## config.mk

```make
export PLATFORM = sky130hd
export DESIGN_NAME = msrv32_instr_encoder_flat
export DESIGN_NICKNAME = d
export VERILOG_FILES = /design/src/rtl/msrv32_pkg.sv /design/src/rtl/msrv32_instr_encoder_if.sv /design/src/rtl/msrv32_instr_pack.sv /design/src/rtl/msrv32_instr_encoder.sv /design/src/flat_wrapper.sv
export SDC_FILE = /design/constraint.sdc
export NUM_CORES = 1
export LEC_CHECK = 0
export ABC_AREA = 0
export BUFFER_PORTS_ARGS = -buffer_cell sky130_fd_sc_hd__buf_2
export CORE_ASPECT_RATIO = 2
export CORE_MARGIN = 8
export CORE_UTILIZATION = 40
export DETAILED_ROUTE_END_ITERATION = 10
export PLACE_DENSITY_LB_ADDON = 0.12
export SETUP_SLACK_MARGIN = 0.1
export SLEW_MARGIN = 10
export SYNTH_ARGS = -nofsm -noshare
export SYNTH_HDL_FRONTEND = slang
export SYNTH_SLANG_ARGS = --single-unit
```

## constraint.sdc

```tcl
create_clock -name ms_riscv32_mp_clk_in -period 8.4 [get_ports ms_riscv32_mp_clk_in]
set_input_delay 1.68 -clock ms_riscv32_mp_clk_in [delete_from_list [all_inputs] [get_ports ms_riscv32_mp_clk_in]]
set_output_delay 1.68 -clock ms_riscv32_mp_clk_in [all_outputs]
set_load 0.005 [all_outputs]
```

## src/rtl/msrv32_pkg.sv

```systemverilog
// Shared RV32I encoding constants and the packed result of the instruction packer.
package msrv32_pkg;

  localparam logic [2:0] IMM_I0  = 3'b000;
  localparam logic [2:0] IMM_I1  = 3'b001;
  localparam logic [2:0] IMM_S   = 3'b010;
  localparam logic [2:0] IMM_B   = 3'b011;
  localparam logic [2:0] IMM_U   = 3'b100;
  localparam logic [2:0] IMM_J   = 3'b101;
  localparam logic [2:0] IMM_CSR = 3'b110;
  localparam logic [2:0] IMM_I7  = 3'b111;

  localparam logic [6:0] OPC_LOAD   = 7'h03;
  localparam logic [6:0] OPC_STORE  = 7'h23;
  localparam logic [6:0] OPC_BRANCH = 7'h63;
  localparam logic [6:0] OPC_LUI    = 7'h37;
  localparam logic [6:0] OPC_JAL    = 7'h6F;
  localparam logic [6:0] OPC_SYSTEM = 7'h73;

  typedef struct packed {
    logic        err;
    logic [31:0] word;
  } enc_word_t;

  // Typical opcode for each immediate format; handy for generators that only pick a type.
  function automatic logic [6:0] default_opcode(input logic [2:0] imm_type);
    case (imm_type)
      IMM_S:   return OPC_STORE;
      IMM_B:   return OPC_BRANCH;
      IMM_U:   return OPC_LUI;
      IMM_J:   return OPC_JAL;
      IMM_CSR: return OPC_SYSTEM;
      default: return OPC_LOAD;
    endcase
  endfunction

endpackage

```

## src/rtl/msrv32_instr_encoder_if.sv

```systemverilog
// Request/response bundle of the instruction encoder plus its statistics counters.
interface msrv32_instr_encoder_if #(
  parameter int WIDTH     = 32,
  parameter int CNT_WIDTH = 16
);
  // Both sides: a transfer happens on a rising edge where valid && ready; the source
  // holds valid and payload stable until then, and ready never depends on valid.
  logic                 valid_in;
  logic                 ready_out;
  logic [2:0]           imm_type_in;
  logic [WIDTH-1:0]     imm_in;
  logic [6:0]           opcode_in;
  logic [4:0]           rd_in;
  logic [2:0]           funct3_in;
  logic [4:0]           rs1_in;
  logic [4:0]           rs2_in;
  logic [6:0]           funct7_in;
  logic                 valid_out;
  logic                 ready_in;
  logic [WIDTH-1:0]     instr_out;
  logic                 err_out;
  logic [CNT_WIDTH-1:0] enc_count_out;
  logic [CNT_WIDTH-1:0] err_count_out;

  modport slave (
    input  valid_in, imm_type_in, imm_in, opcode_in, rd_in, funct3_in,
           rs1_in, rs2_in, funct7_in, ready_in,
    output ready_out, valid_out, instr_out, err_out, enc_count_out, err_count_out
  );

  modport master (
    output valid_in, imm_type_in, imm_in, opcode_in, rd_in, funct3_in,
           rs1_in, rs2_in, funct7_in, ready_in,
    input  ready_out, valid_out, instr_out, err_out, enc_count_out, err_count_out
  );
endinterface

```

## src/rtl/msrv32_instr_pack.sv

```systemverilog
// Combinational immediate legality check and RV32I field packing.
module msrv32_instr_pack
  import msrv32_pkg::*;
#(
  parameter int WIDTH = 32
) (
  input  logic [2:0]       imm_type_in,
  input  logic [WIDTH-1:0] imm_in,
  input  logic [6:0]       opcode_in,
  input  logic [4:0]       rd_in,
  input  logic [2:0]       funct3_in,
  input  logic [4:0]       rs1_in,
  input  logic [4:0]       rs2_in,
  input  logic [6:0]       funct7_in,
  output enc_word_t        res_out
);

  logic i_ok, b_ok, j_ok, u_ok, csr_ok;

  // A field is representable when every bit above it is a copy of its sign bit.
  assign i_ok   = (&imm_in[31:11]) | ~(|imm_in[31:11]);
  assign b_ok   = ~imm_in[0] & ((&imm_in[31:12]) | ~(|imm_in[31:12]));
  assign j_ok   = ~imm_in[0] & ((&imm_in[31:20]) | ~(|imm_in[31:20]));
  assign u_ok   = ~(|imm_in[11:0]);
  assign csr_ok = ~(|imm_in[31:5]);

  always_comb begin
    res_out = '0;
    case (imm_type_in)
      IMM_S: begin
        res_out.err  = ~i_ok;
        res_out.word = {imm_in[11:5], rs2_in, rs1_in, funct3_in, imm_in[4:0], opcode_in};
      end
      IMM_B: begin
        res_out.err  = ~b_ok;
        res_out.word = {imm_in[12], imm_in[10:5], rs2_in, rs1_in, funct3_in,
                        imm_in[4:1], imm_in[11], opcode_in};
      end
      IMM_U: begin
        res_out.err  = ~u_ok;
        res_out.word = {imm_in[31:12], rd_in, opcode_in};
      end
      IMM_J: begin
        res_out.err  = ~j_ok;
        res_out.word = {imm_in[20], imm_in[10:1], imm_in[11], imm_in[19:12], rd_in, opcode_in};
      end
      IMM_CSR: begin
        res_out.err  = ~csr_ok;
        res_out.word = {funct7_in, rs2_in, imm_in[4:0], funct3_in, rd_in, opcode_in};
      end
      default: begin
        res_out.err  = ~i_ok;
        res_out.word = {imm_in[11:0], rs1_in, funct3_in, rd_in, opcode_in};
      end
    endcase
    // Illegal requests still flow through the buffer, but carry an all-zero word.
    if (res_out.err) res_out.word = '0;
  end

endmodule

```

## src/rtl/msrv32_instr_encoder.sv

```systemverilog
// Streaming RV32I instruction encoder: packer, 2-entry output skid buffer and counters.
module msrv32_instr_encoder
  import msrv32_pkg::*;
#(
  parameter int WIDTH     = 32,
  parameter int CNT_WIDTH = 16
) (
  input  logic                   ms_riscv32_mp_clk_in,
  input  logic                   ms_riscv32_mp_rst_in,
  msrv32_instr_encoder_if.slave  bus
);

  enc_word_t            pack_res;
  enc_word_t            head_q, head_d;
  enc_word_t            tail_q, tail_d;
  logic [1:0]           count_q, count_d;
  logic                 ready_q, ready_d;
  logic [CNT_WIDTH-1:0] enc_cnt_q, enc_cnt_d;
  logic [CNT_WIDTH-1:0] err_cnt_q, err_cnt_d;
  logic                 acc, del;

  msrv32_instr_pack #(.WIDTH(WIDTH)) u_pack (
    .imm_type_in (bus.imm_type_in),
    .imm_in      (bus.imm_in),
    .opcode_in   (bus.opcode_in),
    .rd_in       (bus.rd_in),
    .funct3_in   (bus.funct3_in),
    .rs1_in      (bus.rs1_in),
    .rs2_in      (bus.rs2_in),
    .funct7_in   (bus.funct7_in),
    .res_out     (pack_res)
  );

  assign acc = bus.valid_in && ready_q;
  assign del = (count_q != 2'd0) && bus.ready_in;

  always_comb begin
    head_d    = head_q;
    tail_d    = tail_q;
    count_d   = count_q;
    enc_cnt_d = enc_cnt_q;
    err_cnt_d = err_cnt_q;
    case ({acc, del})
      2'b10: begin
        if (count_q == 2'd0) head_d = pack_res;
        else                 tail_d = pack_res;
        count_d = count_q + 2'd1;
      end
      2'b01: begin
        head_d  = tail_q;
        count_d = count_q - 2'd1;
      end
      // Simultaneous accept and deliver only happens with one entry held.
      2'b11: head_d = pack_res;
      default: ;
    endcase
    ready_d = (count_d != 2'd2);
    if (acc) begin
      enc_cnt_d = enc_cnt_q + CNT_WIDTH'(1);
      if (pack_res.err && (err_cnt_q != {CNT_WIDTH{1'b1}}))
        err_cnt_d = err_cnt_q + CNT_WIDTH'(1);
    end
  end

  always_ff @(posedge ms_riscv32_mp_clk_in or posedge ms_riscv32_mp_rst_in) begin
    if (ms_riscv32_mp_rst_in) begin
      head_q    <= '0;
      tail_q    <= '0;
      count_q   <= 2'd0;
      ready_q   <= 1'b1;
      enc_cnt_q <= '0;
      err_cnt_q <= '0;
    end else begin
      head_q    <= head_d;
      tail_q    <= tail_d;
      count_q   <= count_d;
      ready_q   <= ready_d;
      enc_cnt_q <= enc_cnt_d;
      err_cnt_q <= err_cnt_d;
    end
  end

  assign bus.ready_out     = ready_q;
  assign bus.valid_out     = (count_q != 2'd0);
  assign bus.instr_out     = head_q.word;
  assign bus.err_out       = head_q.err;
  assign bus.enc_count_out = enc_cnt_q;
  assign bus.err_count_out = err_cnt_q;

endmodule

```

## src/flat_wrapper.sv

```systemverilog
// flat-port wrapper written by rule: the top's interface ports become plain ports
module msrv32_instr_encoder_flat import msrv32_pkg::*;
#(
  parameter int WIDTH     = 32,
  parameter int CNT_WIDTH = 16
)
  (ms_riscv32_mp_clk_in, ms_riscv32_mp_rst_in, bus_valid_in, bus_imm_type_in, bus_imm_in, bus_opcode_in, bus_rd_in, bus_funct3_in, bus_rs1_in, bus_rs2_in, bus_funct7_in, bus_ready_in, bus_ready_out, bus_valid_out, bus_instr_out, bus_err_out, bus_enc_count_out, bus_err_count_out);
  msrv32_instr_encoder_if #(.WIDTH(WIDTH), .CNT_WIDTH(CNT_WIDTH)) bus_i ();
  input  logic ms_riscv32_mp_clk_in;
  input  logic ms_riscv32_mp_rst_in;
  input wire logic [$bits(bus_i.valid_in)-1:0] bus_valid_in;
  input wire logic [$bits(bus_i.imm_type_in)-1:0] bus_imm_type_in;
  input wire logic [$bits(bus_i.imm_in)-1:0] bus_imm_in;
  input wire logic [$bits(bus_i.opcode_in)-1:0] bus_opcode_in;
  input wire logic [$bits(bus_i.rd_in)-1:0] bus_rd_in;
  input wire logic [$bits(bus_i.funct3_in)-1:0] bus_funct3_in;
  input wire logic [$bits(bus_i.rs1_in)-1:0] bus_rs1_in;
  input wire logic [$bits(bus_i.rs2_in)-1:0] bus_rs2_in;
  input wire logic [$bits(bus_i.funct7_in)-1:0] bus_funct7_in;
  input wire logic [$bits(bus_i.ready_in)-1:0] bus_ready_in;
  output wire logic [$bits(bus_i.ready_out)-1:0] bus_ready_out;
  output wire logic [$bits(bus_i.valid_out)-1:0] bus_valid_out;
  output wire logic [$bits(bus_i.instr_out)-1:0] bus_instr_out;
  output wire logic [$bits(bus_i.err_out)-1:0] bus_err_out;
  output wire logic [$bits(bus_i.enc_count_out)-1:0] bus_enc_count_out;
  output wire logic [$bits(bus_i.err_count_out)-1:0] bus_err_count_out;
  assign bus_i.valid_in = bus_valid_in;
  assign bus_i.imm_type_in = bus_imm_type_in;
  assign bus_i.imm_in = bus_imm_in;
  assign bus_i.opcode_in = bus_opcode_in;
  assign bus_i.rd_in = bus_rd_in;
  assign bus_i.funct3_in = bus_funct3_in;
  assign bus_i.rs1_in = bus_rs1_in;
  assign bus_i.rs2_in = bus_rs2_in;
  assign bus_i.funct7_in = bus_funct7_in;
  assign bus_i.ready_in = bus_ready_in;
  assign bus_ready_out = bus_i.ready_out;
  assign bus_valid_out = bus_i.valid_out;
  assign bus_instr_out = bus_i.instr_out;
  assign bus_err_out = bus_i.err_out;
  assign bus_enc_count_out = bus_i.enc_count_out;
  assign bus_err_count_out = bus_i.err_count_out;
  msrv32_instr_encoder #(.WIDTH(WIDTH), .CNT_WIDTH(CNT_WIDTH)) u_core (.ms_riscv32_mp_clk_in(ms_riscv32_mp_clk_in), .ms_riscv32_mp_rst_in(ms_riscv32_mp_rst_in), .bus(bus_i));
endmodule
```

==> flow_summary.json <==
{
  "grt_overflow": 0,
  "cts_resized": 0,
  "syn_area_um2": 5240,
  "synth_compound_area_share_pct": 19.7,
  "io_buffers": 137,
  "slew_headroom_pct": 19.5,
  "crit_arrival_ps": 4360,
  "ir_drop_mv": 0.158,
  "startpoint": "bus_imm_type_in[1]",
  "n_antenna_cell": 0,
  "grt_pass1_wl_um": 26000,
  "path_delay_family": "simple AND/OR/NAND/NOR gates",
  "initial_core_util_pct": 40.6,
  "worst_pin_slew_ps": 1200,
  "power_frac_comb_pct": 30.0,
  "async_reset_ff_share_pct": 100,
  "finalInstanceArea_um2": 6310,
  "final-instance-count-excl-fill": 836,
  "synth_nets": 639,
  "post-route-drc-count": 0,
  "min_path_type": "register to register",
  "p_leak_uw": 0.00311,
  "dr.pass1.iters": 4,
  "yosysSeqAreaShare_pct": 48.2,
  "syn_inst": 564,
  "htree_levels": 3,
  "cts_tree": "built",
  "rrSetupSlack_ps": 5610,
  "path_max_fanout": 36,
  "sw_frac_of_total_pct": 35.3,
  "core_region_area_um2": 12900,
  "layout.nets": 754,
  "track_usage_pct": 18.6,
  "p_clk_share_pct": 27.0,
  "postRouteAntennaNets": 0,
  "status": "completed",
  "die_w_um": 96.9,
  "path_class": "input pin to register",
  "rsz0062_at_grt": "false",
  "synth_mux_area_share_pct": 4.27,
  "hold_viol_final": 0,
  "die_h_um": 178,
  "reg2reg_depth": 7,
  "r2r_start": "u_core.count_q[0]$_DFF_PP0_",
  "worstReg2RegEnd": "u_core.bus.instr_out[31]$_DFFE_PP0P_",
  "total_power_uw": 1580,
  "crit_chain": "buf_2, nand2_1, a21oi_1, o2bb2ai_1, o211a_2, nand2_1, o21ai_0",
  "holdPathEnd": "u_core.bus.enc_count_out[15]$_DFFE_PP0P_",
  "path_buf_inv": 1,
  "cp.required_ps": 8570,
  "cts_buffers": 9,
  "post_cts_buffers": 0,
  "clock-root-buffer": "clkbuf_16",
  "cpMostUsedCell": "nand2_1",
  "ctsHoldBuffers": 0,
  "synth-xor-area-share_pct": 5.18,
  "grt_pass1_vias": 4929,
  "synth-simple-area-share_pct": 17.4,
  "skew_ps": 9.87,
  "place_congestion": 0.935,
  "layout_commonest_cell": "buf_2",
  "clk_path_buf_depth": 2,
  "clk_pin_slew_ps": 60,
  "setup_viol": 0,
  "place_hpwl_um": 12100,
  "place_area_um2": 6010,
  "synth_top_family_by_area": "compound AO/OA/AOI/OAI gates",
  "via_per_inst": 5.62,
  "area_delta_synth_final_pct": 20.5,
  "insertion_delay_ps": 350,
  "period_needed_ps": 4190,
  "start_kind": "input pin",
  "final_cell_mix": "buf_2, dfrtp_1, nand2_1",
  "vias": 4696,
  "period_share_pct": 49.9,
  "crit_path_top_delay_cell": "nand2_1",
  "maxSlewViolCount": 0,
  "end_kind": "register",
  "post_synth.cell_area_avg_um2": 9.29,
  "drt_iter0_markers": 220,
  "fillCellCount": 1244,
  "ys_types": 46,
  "dieArea_um2": 17200,
  "io_pins": 138,
  "synth-main-ff-cell": "dfrtp_1",
  "synth-edff-count": 0,
  "p_sw_uw": 557,
  "synthAdderAreaFrac_pct": 0.955,
  "grt_start_max_net_pins": 71,
  "ys_ff_latch": 101,
  "maxCapViolCount": 0,
  "routed_wl_um": 16000,
  "hold_path_depth": 1,
  "cpPeakStageDelay_ps": 880,
  "powerDensity_nw_per_um2": 250,
  "rows": 59,
  "tns_ps": 0,
  "antenna_found_initial": 0,
  "wire_per_inst_um": 19.1,
  "cts_sinks": 101,
  "hold_start": "u_core.bus.enc_count_out[15]$_DFFE_PP0P_",
  "whs_ps": 467,
  "p_int_uw": 1020,
  "ys_warn_count": 0,
  "seqPwrFrac_pct": 42.9,
  "drive_above_1_share_pct": 24.9,
  "max_freq_mhz": 239,
  "dp_cells": 820
}
## per-layer routing
metal | track usage [%] | vias up | routed length, um
met3 | 3.86 | 26 | 711
met1 | 20.4 | 2248 | 6280
met5 | 0 | - | 0
li1 | - | 2264 | -
met2 | 33.8 | 158 | 8580
met4 | 7.88 | 0 | 427
## flip-flops by register name, indices dropped and copies added (netlist names)
register / cells
u_core.tail_q: 33
u_core.bus.ready_out: 1
u_core.bus.enc_count_out: 16
u_core.bus.instr_out: 32
u_core.bus.err_count_out: 16
u_core.bus.err_out: 1
u_core.count_q: 2
## worst max-delay path by stage
stage / endpoint / slack [ps] / cells past startpoint
after floorplan: u_core.bus.enc_count_out[0]$_DFFE_PP0P_ / 4070 / 1
after global placement: u_core.tail_q[6]$_DFFE_PP0P_ / 4040 / 6
after detailed placement: u_core.tail_q[2]$_DFFE_PP0P_ / 3910 / 7
after CTS: u_core.tail_q[2]$_DFFE_PP0P_ / 4280 / 7
after global routing: u_core.tail_q[2]$_DFFE_PP0P_ / 3940 / 7
final: u_core.tail_q[2]$_DFFE_PP0P_ / 4210 / 7
## power groups by stage
stage	sequential [uW]	combinational [uW]	clock [uW]
finish	678	474	427
global route	695	534	456
CTS	679	484	442
detailed placement	689	482	0
global placement	683	472	0
floorplan	679	283	0
## logic make-up after synthesis
kind of cell    Yosys count
compound gates          162
xor+xnor                 31
fa+ha+maj                 4
buf+inv                  54
flops                   101
mux                      22
simple gates            190
## worst reg2reg max path, cell delays in order (launching register included)
cell	delay (ps)
dfrtp_1	430
o21ai_0	370
inv_1	130
ha_1	210
buf_4	250
nor2_1	170
nand3_1	730
o21ai_0	410
## cell usage after synthesis, drive strengths merged, types with 14 or more instances
| cell type | count | share of area (%) |
|---|---|---|
| and3 | 29 | 3.5 |
| o22ai | 14 | 1.7 |
| buf | 18 | 1.6 |
| nand2 | 70 | 5.0 |
| xnor2 | 25 | 4.2 |
| o21ai | 34 | 3.2 |
| a21oi | 45 | 4.3 |
| dfrtp | 100 | 48 |
| nor2 | 46 | 3.3 |
| inv | 15 | 1.1 |
| clkbuf | 20 | 1.4 |
| o31ai | 25 | 3.6 |
| mux2i | 19 | 3.6 |
## final cells by class
class | count | area, um^2 | share of cell area [%]
clock inverter | 7 | 81.3 | 1.29
clock buffer | 9 | 225 | 3.57
multi-input combinational | 409 | 2500 | 39.6
inverter | 16 | 62.6 | 0.991
sequential | 101 | 2530 | 40.1
timing repair buffer | 142 | 723 | 11.5
tap | 152 | 190 | 3.01
## stage by stage
step,utilization (%),setup slack [ps]
6_report,48.9,4210
2_1_floorplan,-,4070
5_1_grt,48.9,3940
4_1_cts,48.9,4280
3_3_place_gp,46.5,4040
3_5_place_dp,46.5,3910
No activity file was read; power rests on OpenSTA's default activity.
